## src/rtl/mpp_fetch.sv

```systemverilog
// Instruction fetch stage for the mpp core: host-loaded program RAM, a program
// counter with stall/jump/halt handling, and one registered instruction per clock.
module mpp_fetch #(
  parameter int         DEPTH   = 16,
  parameter int         AW      = 4,
  parameter logic [7:0] HALT_OP = 8'hFF,
  parameter logic [7:0] NOP_OP  = 8'h00
) (
  input  logic          clk,
  input  logic          rst_n,
  input  logic          load_en,
  input  logic [AW-1:0] load_addr,
  input  logic [7:0]    load_data,
  input  logic          run,
  input  logic          stall,
  input  logic          jump_en,
  input  logic [AW-1:0] jump_addr,
  output logic [7:0]    instruction,
  output logic [AW-1:0] pc,
  output logic          running,
  output logic          halted
);

  typedef enum logic [1:0] {
    IDLE = 2'd0,
    RUN  = 2'd1,
    HALT = 2'd2
  } state_t;

  state_t     state;
  logic [7:0] mem [DEPTH];
  logic [7:0] word;

  assign word = mem[pc];

  // Program RAM is deliberately outside the reset domain so a program
  // survives a reset; the host may only write while not executing.
  always_ff @(posedge clk) begin
    if (load_en && (state != RUN)) begin
      mem[load_addr] <= load_data;
    end
  end

  // running/halted are updated alongside state so they decode it exactly.
  always_ff @(posedge clk or negedge rst_n) begin
    if (!rst_n) begin
      state       <= IDLE;
      pc          <= '0;
      instruction <= NOP_OP;
      running     <= 1'b0;
      halted      <= 1'b0;
    end else begin
      case (state)
        RUN: begin
          if (jump_en) begin
            pc          <= jump_addr;
            instruction <= NOP_OP;
          end else if (!stall) begin
            if (word == HALT_OP) begin
              // pc is left on the halt word so the host can see where it stopped.
              instruction <= NOP_OP;
              state       <= HALT;
              running     <= 1'b0;
              halted      <= 1'b1;
            end else begin
              instruction <= word;
              pc          <= pc + AW'(1);
            end
          end
        end
        IDLE, HALT: begin
          instruction <= NOP_OP;
          if (run) begin
            pc      <= '0;
            state   <= RUN;
            running <= 1'b1;
            halted  <= 1'b0;
          end
        end
        default: begin
          state       <= IDLE;
          pc          <= '0;
          instruction <= NOP_OP;
          running     <= 1'b0;
          halted      <= 1'b0;
        end
      endcase
    end
  end

endmodule

```

## config.mk

```make
export PLATFORM = sky130hd
export DESIGN_NAME = mpp_fetch
export DESIGN_NICKNAME = d
export VERILOG_FILES = /design/src/rtl/mpp_fetch.sv
export SDC_FILE = /design/constraint.sdc
export NUM_CORES = 1
export LEC_CHECK = 0
export ABC_CLOCK_PERIOD_IN_PS = 4900
export BUFFER_PORTS_ARGS = -buffer_cell sky130_fd_sc_hd__buf_2
export CAP_MARGIN = 5
export CORE_ASPECT_RATIO = 1.25
export CORE_MARGIN = 1
export CORE_UTILIZATION = 67
export CTS_BUF_LIST = sky130_fd_sc_hd__clkbuf_4 sky130_fd_sc_hd__clkbuf_8
export CTS_CLUSTER_DIAMETER = 100
export DETAILED_ROUTE_END_ITERATION = 8
export GPL_TIMING_DRIVEN = 1
export PLACE_DENSITY = 0.95
export SETUP_SLACK_MARGIN = 0.2
export SLEW_MARGIN = 20
export SYNTH_ARGS = -nofsm -noshare
export SYNTH_HDL_FRONTEND = slang
export SYNTH_SLANG_ARGS = --single-unit
```

## constraint.sdc

```tcl
create_clock -name clk -period 4.9 [get_ports clk]
set_input_delay 0.49 -clock clk [delete_from_list [all_inputs] [get_ports clk]]
set_output_delay 0.49 -clock clk [all_outputs]
set_load 0.01 [all_outputs]
```

==> results.json, run 1 <==
{
  "status": "finished, violations left",
  "violations": "design-rule violations",
  "syn2layout_area_growth_pct": 12.37,
  "synth_ff_type": "edfxtp_1",
  "power_density_nw_per_um2": 416.2,
  "yosys_warnings": 0,
  "via_count": 3259,
  "synth-edff-count": 128,
  "seqCellArea_sq_um": 4220,
  "clock_sinks": 143,
  "postCtsSetupRepairBufs": 0,
  "slew_headroom_pct": 28.45,
  "final_common_cell": "edfxtp_1",
  "clkSlewWorstSetupHoldPaths_ns": 0.07,
  "yosys_register_bits": 143,
  "final_util_pct": 78.03,
  "fin_skew_ns": 0.008795,
  "period_share_pct": 67.16,
  "grt_setup_unrepaired": "no",
  "drv_slew": 0,
  "final-hold-violation-count": 0,
  "globalplace.congestion": 0.8498,
  "via_per_inst": 6.979,
  "syn_inst": 307,
  "dp_hpwl_microns": 7765,
  "layout.filler_cells": 396,
  "cpPeakStageDelay_ns": 1.08,
  "crit_end": "pc[0]$_DFFE_PN0P_",
  "cts_resized": 0,
  "yosysTopAreaCell": "edfxtp_1",
  "io_pins": 36,
  "min_period_ns": 3.291,
  "cts_tree": "yes",
  "finalNetCount": 380,
  "syn_avg_cell_area_sq_um": 18.74,
  "yosys.area.top_type_share_pct": 66.80,
  "drv_cap": 0,
  "multiInputGateArea_sq_um": 1420,
  "core_sq_um": 8287,
  "critPathLaunchType": "flip-flop",
  "netlist_area_sq_um": 5754,
  "cp_top_family": "compound AO/OA/AOI/OAI gates",
  "r2r_end": "pc[0]$_DFFE_PN0P_",
  "crit_buf_inv": 1,
  "startpoint": "pc[0]$_DFFE_PN0P_",
  "antenna_found_initial": 0,
  "synthArstFlopShare_pct": 10.49,
  "critPathMaxFanout": 36,
  "cp_num_cells": 7,
  "p_leak_nw": 2.254,
  "drtIter0Drc": 395,
  "syn-num-nets": 330,
  "hp-class": "in2reg",
  "die_w_microns": 84.89,
  "overflow": 0,
  "synthTopCellsByArea": "edfxtp_1, mux4_2, dfrtp_1, mux2i_1, a22o_1",
  "numCtsBuffers": 17,
  "crit_path_end_kind": "flip-flop",
  "setup_violations": 0,
  "dieArea_sq_um": 8966,
  "wl_microns": 11780,
  "drive_gt1_share_pct": 29.19,
  "ys_types": 49,
  "num_rows": 37,
  "initial_core_util_pct": 69.44,
  "grt_first_pass_wirelength_microns": 17950,
  "dieHeight_microns": 105.6,
  "tightest_slew_ns": 1.073,
  "wire_per_inst_microns": 25.22,
  "ant_nets": 0,
  "clock_latency_ns": 0.44,
  "critPathKind": "reg2reg",
  "setup_tns_ns": 0,
  "cp.arrival_ns": 3.61,
  "portBuffers": 35,
  "crit_chain": "buf_4 > mux4_2 > a22oi_1 > a22oi_2 > a41o_2 > a21oi_1 > o21ai_0",
  "r2r_setup_slack_ns": 1.61,
  "required_ns": 5.22,
  "ctsRootBufferMaster": "clkbuf_8",
  "reg2reg_from": "pc[0]$_DFFE_PN0P_",
  "critPathSlowestCell": "dfrtp_2",
  "track_usage_pct": 29.07,
  "dr.pass1.iters": 9,
  "htreeDepth": 4,
  "antennaDiodeCount": 0,
  "grt_pass1_vias": 3215,
  "vdd_drop_max_uv": 209.9,
  "ys_seq_area_share_pct": 73.32,
  "grt_start_max_net_pins": 37,
  "final_cell_mix": "edfxtp_1, buf_2, mux4_2",
  "fmax_mhz": 303.9,
  "r2r_cells": 7,
  "cts_buffer_depth": 2,
  "post-route-drc-count": 5
}
[how the worst min path moves through the flow]
| stage | from | to | slack (ns) | cells after the start |
|---|---|---|---|---|
| finish | jump_addr[2] | pc[2]$_DFFE_PN0P_ | 0.30 | 3 |
| global route | jump_addr[2] | pc[2]$_DFFE_PN0P_ | 0.33 | 3 |
| CTS | jump_addr[2] | pc[2]$_DFFE_PN0P_ | 0.28 | 3 |
| detailed placement | rst_n | pc[2]$_DFFE_PN0P_ | 0.40 | 1 |
| global placement | rst_n | pc[3]$_DFFE_PN0P_ | 0.40 | 1 |
| floorplan | rst_n | instruction[0]$_DFFE_PN0P_ | 0.19 | 0 |
[tightest hold or removal path: stages]
cell and delay, ns:
buf_2 0.07, nand3_1 0.06, o311ai_1 0.07
[report_power, final]
| part | switching [mW] | leakage [nW] | internal (mW) | total [mW] |
|---|---|---|---|---|
| Combinational | 0.154 | 0.685 | 0.131 | 0.285 |
| Sequential | 0.0407 | 1.34 | 1.35 | 1.39 |
| Clock | 0.415 | 0.230 | 0.606 | 1.02 |
| Total | 0.609 | 2.25 | 2.08 | 2.69 |
[layout make-up]
cell class	instances	area share, %
Sequential cell	143	65.27
Multi-Input combinational cell	146	21.96
Clock inverter	10	2.438
Clock buffer	22	4.489
Tap cell	97	1.877
Inverter	7	0.4063
Timing Repair Buffer	42	3.560
[synthesized netlist by cell type, types with 6 or more instances]
| cell type | instances |
|---|---|
| mux4_2 | 26 |
| a221oi_1 | 7 |
| dfrtp_1 | 15 |
| nor2_1 | 18 |
| nand3_1 | 9 |
| nand2_1 | 10 |
| o21ai_0 | 6 |
| a22o_1 | 8 |
| mux2i_1 | 14 |
| edfxtp_1 | 128 |
| inv_1 | 6 |
[what timing repair did]
item / in CTS / in global routing
hold endpoints to repair: 15 / 0
hold buffers: 1 / 0
endpoints found under the setup margin: 0 / 0
[metrics by stage]
step                      setup slack (ns)  power, mW  hold WS [ns]  std cells  area, sq um
after detailed placement             1.566      1.690        0.4046        434         6008
after global placement               1.731      1.674        0.3965        434         6008
after CTS                            1.615      2.695        0.2805        467         6466
after floorplan                      2.440      1.602        0.1944        307         5754
after global routing                 1.360      2.766        0.3253        467         6466
final                                1.609      2.691        0.2992        467         6466
[routing by layer]
metal	up-vias	part of all wire (%)	track usage (%)
li1	1358	-	-
met1	1625	36	35.64
met2	238	51	47.21
met3	38	8.1	7.674
met4	0	4.7	16.59
met5	-	0	0
[sequential cells by signal (all words and copies together) (netlist names)]
name	count
running	1
state	2
instruction	8
mem	128
pc	4
[kinds of logic after synthesis]
kind of cell,synth area share (%)
flops,73.32
simple gates,5.697
compound gates,5.697
mux,13.07
buf+inv,2.000
fa+ha+maj,0.2174
(Power assumes the default switching activity.)
==> inputs of run 2 (changes only) <==
--- a/config.mk
+++ b/config.mk
@@ -5,17 +5,18 @@
 export SDC_FILE = /design/constraint.sdc
 export NUM_CORES = 1
 export LEC_CHECK = 0
-export ABC_CLOCK_PERIOD_IN_PS = 4900
+export ABC_AREA = 1
+export ABC_CLOCK_PERIOD_IN_PS = 3080
 export BUFFER_PORTS_ARGS = -buffer_cell sky130_fd_sc_hd__buf_2
 export CAP_MARGIN = 5
 export CORE_ASPECT_RATIO = 1.25
 export CORE_MARGIN = 1
-export CORE_UTILIZATION = 67
+export CORE_UTILIZATION = 63
 export CTS_BUF_LIST = sky130_fd_sc_hd__clkbuf_4 sky130_fd_sc_hd__clkbuf_8
 export CTS_CLUSTER_DIAMETER = 100
 export DETAILED_ROUTE_END_ITERATION = 8
 export GPL_TIMING_DRIVEN = 1
-export PLACE_DENSITY = 0.95
+export PLACE_DENSITY = 0.93
 export SETUP_SLACK_MARGIN = 0.2
 export SLEW_MARGIN = 20
 export SYNTH_ARGS = -nofsm -noshare
==> constraint.sdc (replaced) <==
create_clock -name clk -period 3.08 [get_ports clk]
set_input_delay 0.308 -clock clk [delete_from_list [all_inputs] [get_ports clk]]
set_output_delay 0.308 -clock clk [all_outputs]
set_load 0.01 [all_outputs]
==> results.json, run 2 <==
{
  "status": "complete, no violations",
  "r2r_setup_slack_ns": 0.51,
  "ys_types": 25,
  "via_per_inst": 6.005,
  "crit_chain": "inv_2 > buf_12 > nand2_1 > nand2_1 > nand2_1 > nand3_1 > nand3_1 > nand2_1 > nand2_1 > nor2_4 > nand2_4 > nand2_2 > nand3_1 > nand2_1 > nand2_1",
  "drtIter0Drc": 786,
  "track_usage_pct": 30.61,
  "power_density_nw_per_um2": 828.1,
  "wl_microns": 14860,
  "clock_latency_ns": 0.44,
  "path_common_cell": "nand2_1",
  "regMostFlops": "mem",
  "p_leak_nw": 2.981,
  "required_ns": 3.41,
  "synth_common_cells": "nand2_1, edfxtp_1, nand3_1",
  "portBuffers": 35,
  "syn-num-nets": 624,
  "cp.arrival_ns": 2.90,
  "drv_cap": 0,
  "ctsRootBufferMaster": "clkbuf_8",
  "grt_start_max_net_pins": 59,
  "yosys.area.top_type_share_pct": 61.40,
  "swShare_pct": 35.12,
  "layout.filler_cells": 581,
  "ant_nets": 0,
  "globalplace.congestion": 0.9092,
  "p_comb_share_pct": 30.8,
  "syn2layout_area_growth_pct": 10.85,
  "num_rows": 40,
  "tightest_slew_ns": 0.9654,
  "critPathSlowestCell": "dfrtp_2",
  "post-route-drc-count": 0,
  "clock_sinks": 143,
  "ys_seq_area_share_pct": 67.40,
  "switching_power_mw": 2.018,
  "finalNetCount": 659,
  "critPathLaunchType": "flip-flop",
  "grt_first_pass_wirelength_microns": 23020,
  "synth_ff_type": "edfxtp_1",
  "die_w_microns": 91.16,
  "synthArstFlopShare_pct": 10.49,
  "min_period_ns": 2.571,
  "dieHeight_microns": 113.4,
  "io_pins": 36,
  "overflow": 0,
  "htreeDepth": 4,
  "drive_gt1_share_pct": 13.25,
  "final_cell_mix": "nand2_1, edfxtp_1, nand3_1",
  "syn_inst": 601,
  "hp-class": "in2reg",
  "core_sq_um": 9609,
  "numCtsBuffers": 17,
  "setup_tns_ns": 0,
  "dieArea_sq_um": 10340,
  "critPathMaxFanout": 58,
  "netlist_area_sq_um": 6260,
  "largest_reg_flops": 128,
  "clock_power_share_pct": 28.9,
  "critPathKind": "reg2reg",
  "dp_hpwl_microns": 8856,
  "dr.pass1.iters": 7,
  "synth_most_common_cell": "nand2_1",
  "yosys_warnings": 0,
  "wire_per_inst_microns": 19.17,
  "power_mw": 5.746,
  "pwr-share-seq_pct": 40.3,
  "period_share_pct": 83.48,
  "postCtsSetupRepairBufs": 0,
  "crit_buf_inv": 2,
  "synthTopCellsByArea": "edfxtp_1, nand2_1, nand3_1, dfrtp_1, inv_1",
  "initial_core_util_pct": 65.14,
  "syn_avg_cell_area_sq_um": 10.42,
  "vdd_drop_max_uv": 375.3,
  "crit_path_end_kind": "flip-flop",
  "grt_setup_unrepaired": "no",
  "antenna_found_initial": 0,
  "antennaDiodeCount": 0,
  "cts_buffer_depth": 2,
  "final-hold-violation-count": 0,
  "via_count": 4654,
  "drv_slew": 0,
  "synth-edff-count": 128,
  "setup_violations": 0,
  "cp_top_family": "simple AND/OR/NAND/NOR gates",
  "clkSlewWorstSetupHoldPaths_ns": 0.08,
  "cpPeakStageDelay_ns": 0.60,
  "p_int_mw": 3.729,
  "yosysTopAreaCell": "edfxtp_1",
  "cts_tree": "yes",
  "grt_pass1_vias": 4539,
  "reg_top3": "mem x128, instruction x8, pc x4",
  "slew_headroom_pct": 35.40,
  "yosys_register_bits": 143,
  "fin_skew_ns": 0.01409,
  "final_util_pct": 72.21,
  "final_common_cell": "nand2_1",
  "fmax_mhz": 388.9
}
==> run 2: worst paths after layout <==
check / startpoint / endpoint / cells after the start
max in group asynchronous: rst_n / pc[0]$_DFFE_PN0P_ / 2
setup reg to reg: pc[0]$_DFFE_PN0P_ / running$_DFFE_PN0P_ / 15
setup / recovery: pc[0]$_DFFE_PN0P_ / running$_DFFE_PN0P_ / 15
min in group asynchronous: rst_n / instruction[3]$_DFFE_PN0P_ / 2
hold / removal: stall / instruction[0]$_DFFE_PN0P_ / 4
hold reg to reg: instruction[5]$_DFFE_PN0P_ / instruction[5]$_DFFE_PN0P_ / 2
==> run 2: worst min-delay path: stages <==
cell and delay (ns):
buf_2 0.10, nor3_2 0.08, nand3_1 0.09, nand2_1 0.05
==> run 2: kinds of logic after synthesis <==
family          after synthesis  share of synthesized area (%)
simple gates                344                          23.35
fa+ha+maj                     1                         0.1998
compound gates               24                          2.119
flops                       143                          67.40
buf+inv                      87                          6.656
xor+xnor                      2                         0.2799
==> run 2: per-layer routing <==
layer  vias up  part of all wire, %  global-route usage [%]
met4         0                  6.9                   21.48
met3        94                   12                   7.800
met1      2095                   33                   35.63
li1       2052                    -                       -
met5         -                    0                       0
met2       413                   49                   50.00
==> run 2: repair_timing <==
action                    4_1_cts  5_1_grt
hold endpoints to repair       15        0
hold buffers                    1        0
resized for setup               0        0
==> run 2: metrics by stage <==
stage                     hold WS, ns  instances  setup slack [ns]  cell area (sq um)
after global routing           0.2330        775            0.3571               6939
after CTS                      0.2100        775            0.6442               6939
after detailed placement       0.2266        742            0.7155               6472
after floorplan               0.01241        601             1.282               6260
final                          0.2267        775            0.5089               6939
after global placement         0.2185        742            0.8401               6472
==> run 2: power by group through the flow <==
stage | sequential [mW] | combinational (mW) | clock [mW]
finish | 2.31 | 1.77 | 1.66
global route | 2.32 | 1.91 | 1.73
CTS | 2.31 | 1.70 | 1.65
detailed placement | 2.35 | 1.65 | 0
global placement | 2.34 | 1.58 | 0
floorplan | 2.31 | 1.28 | 0
==> run 2: area by class of cell <==
class                   instances  area, sq um  area share [%]
repair buffers                 41        247.7           3.570
well taps                     126        157.7           2.272
flip-flops and latches        143         4220           60.82
multi-input cells             371         1624           23.40
clock buffers                  26        326.6           4.706
clock inverters                 6        130.1           1.875
inverters                      62        232.7           3.354
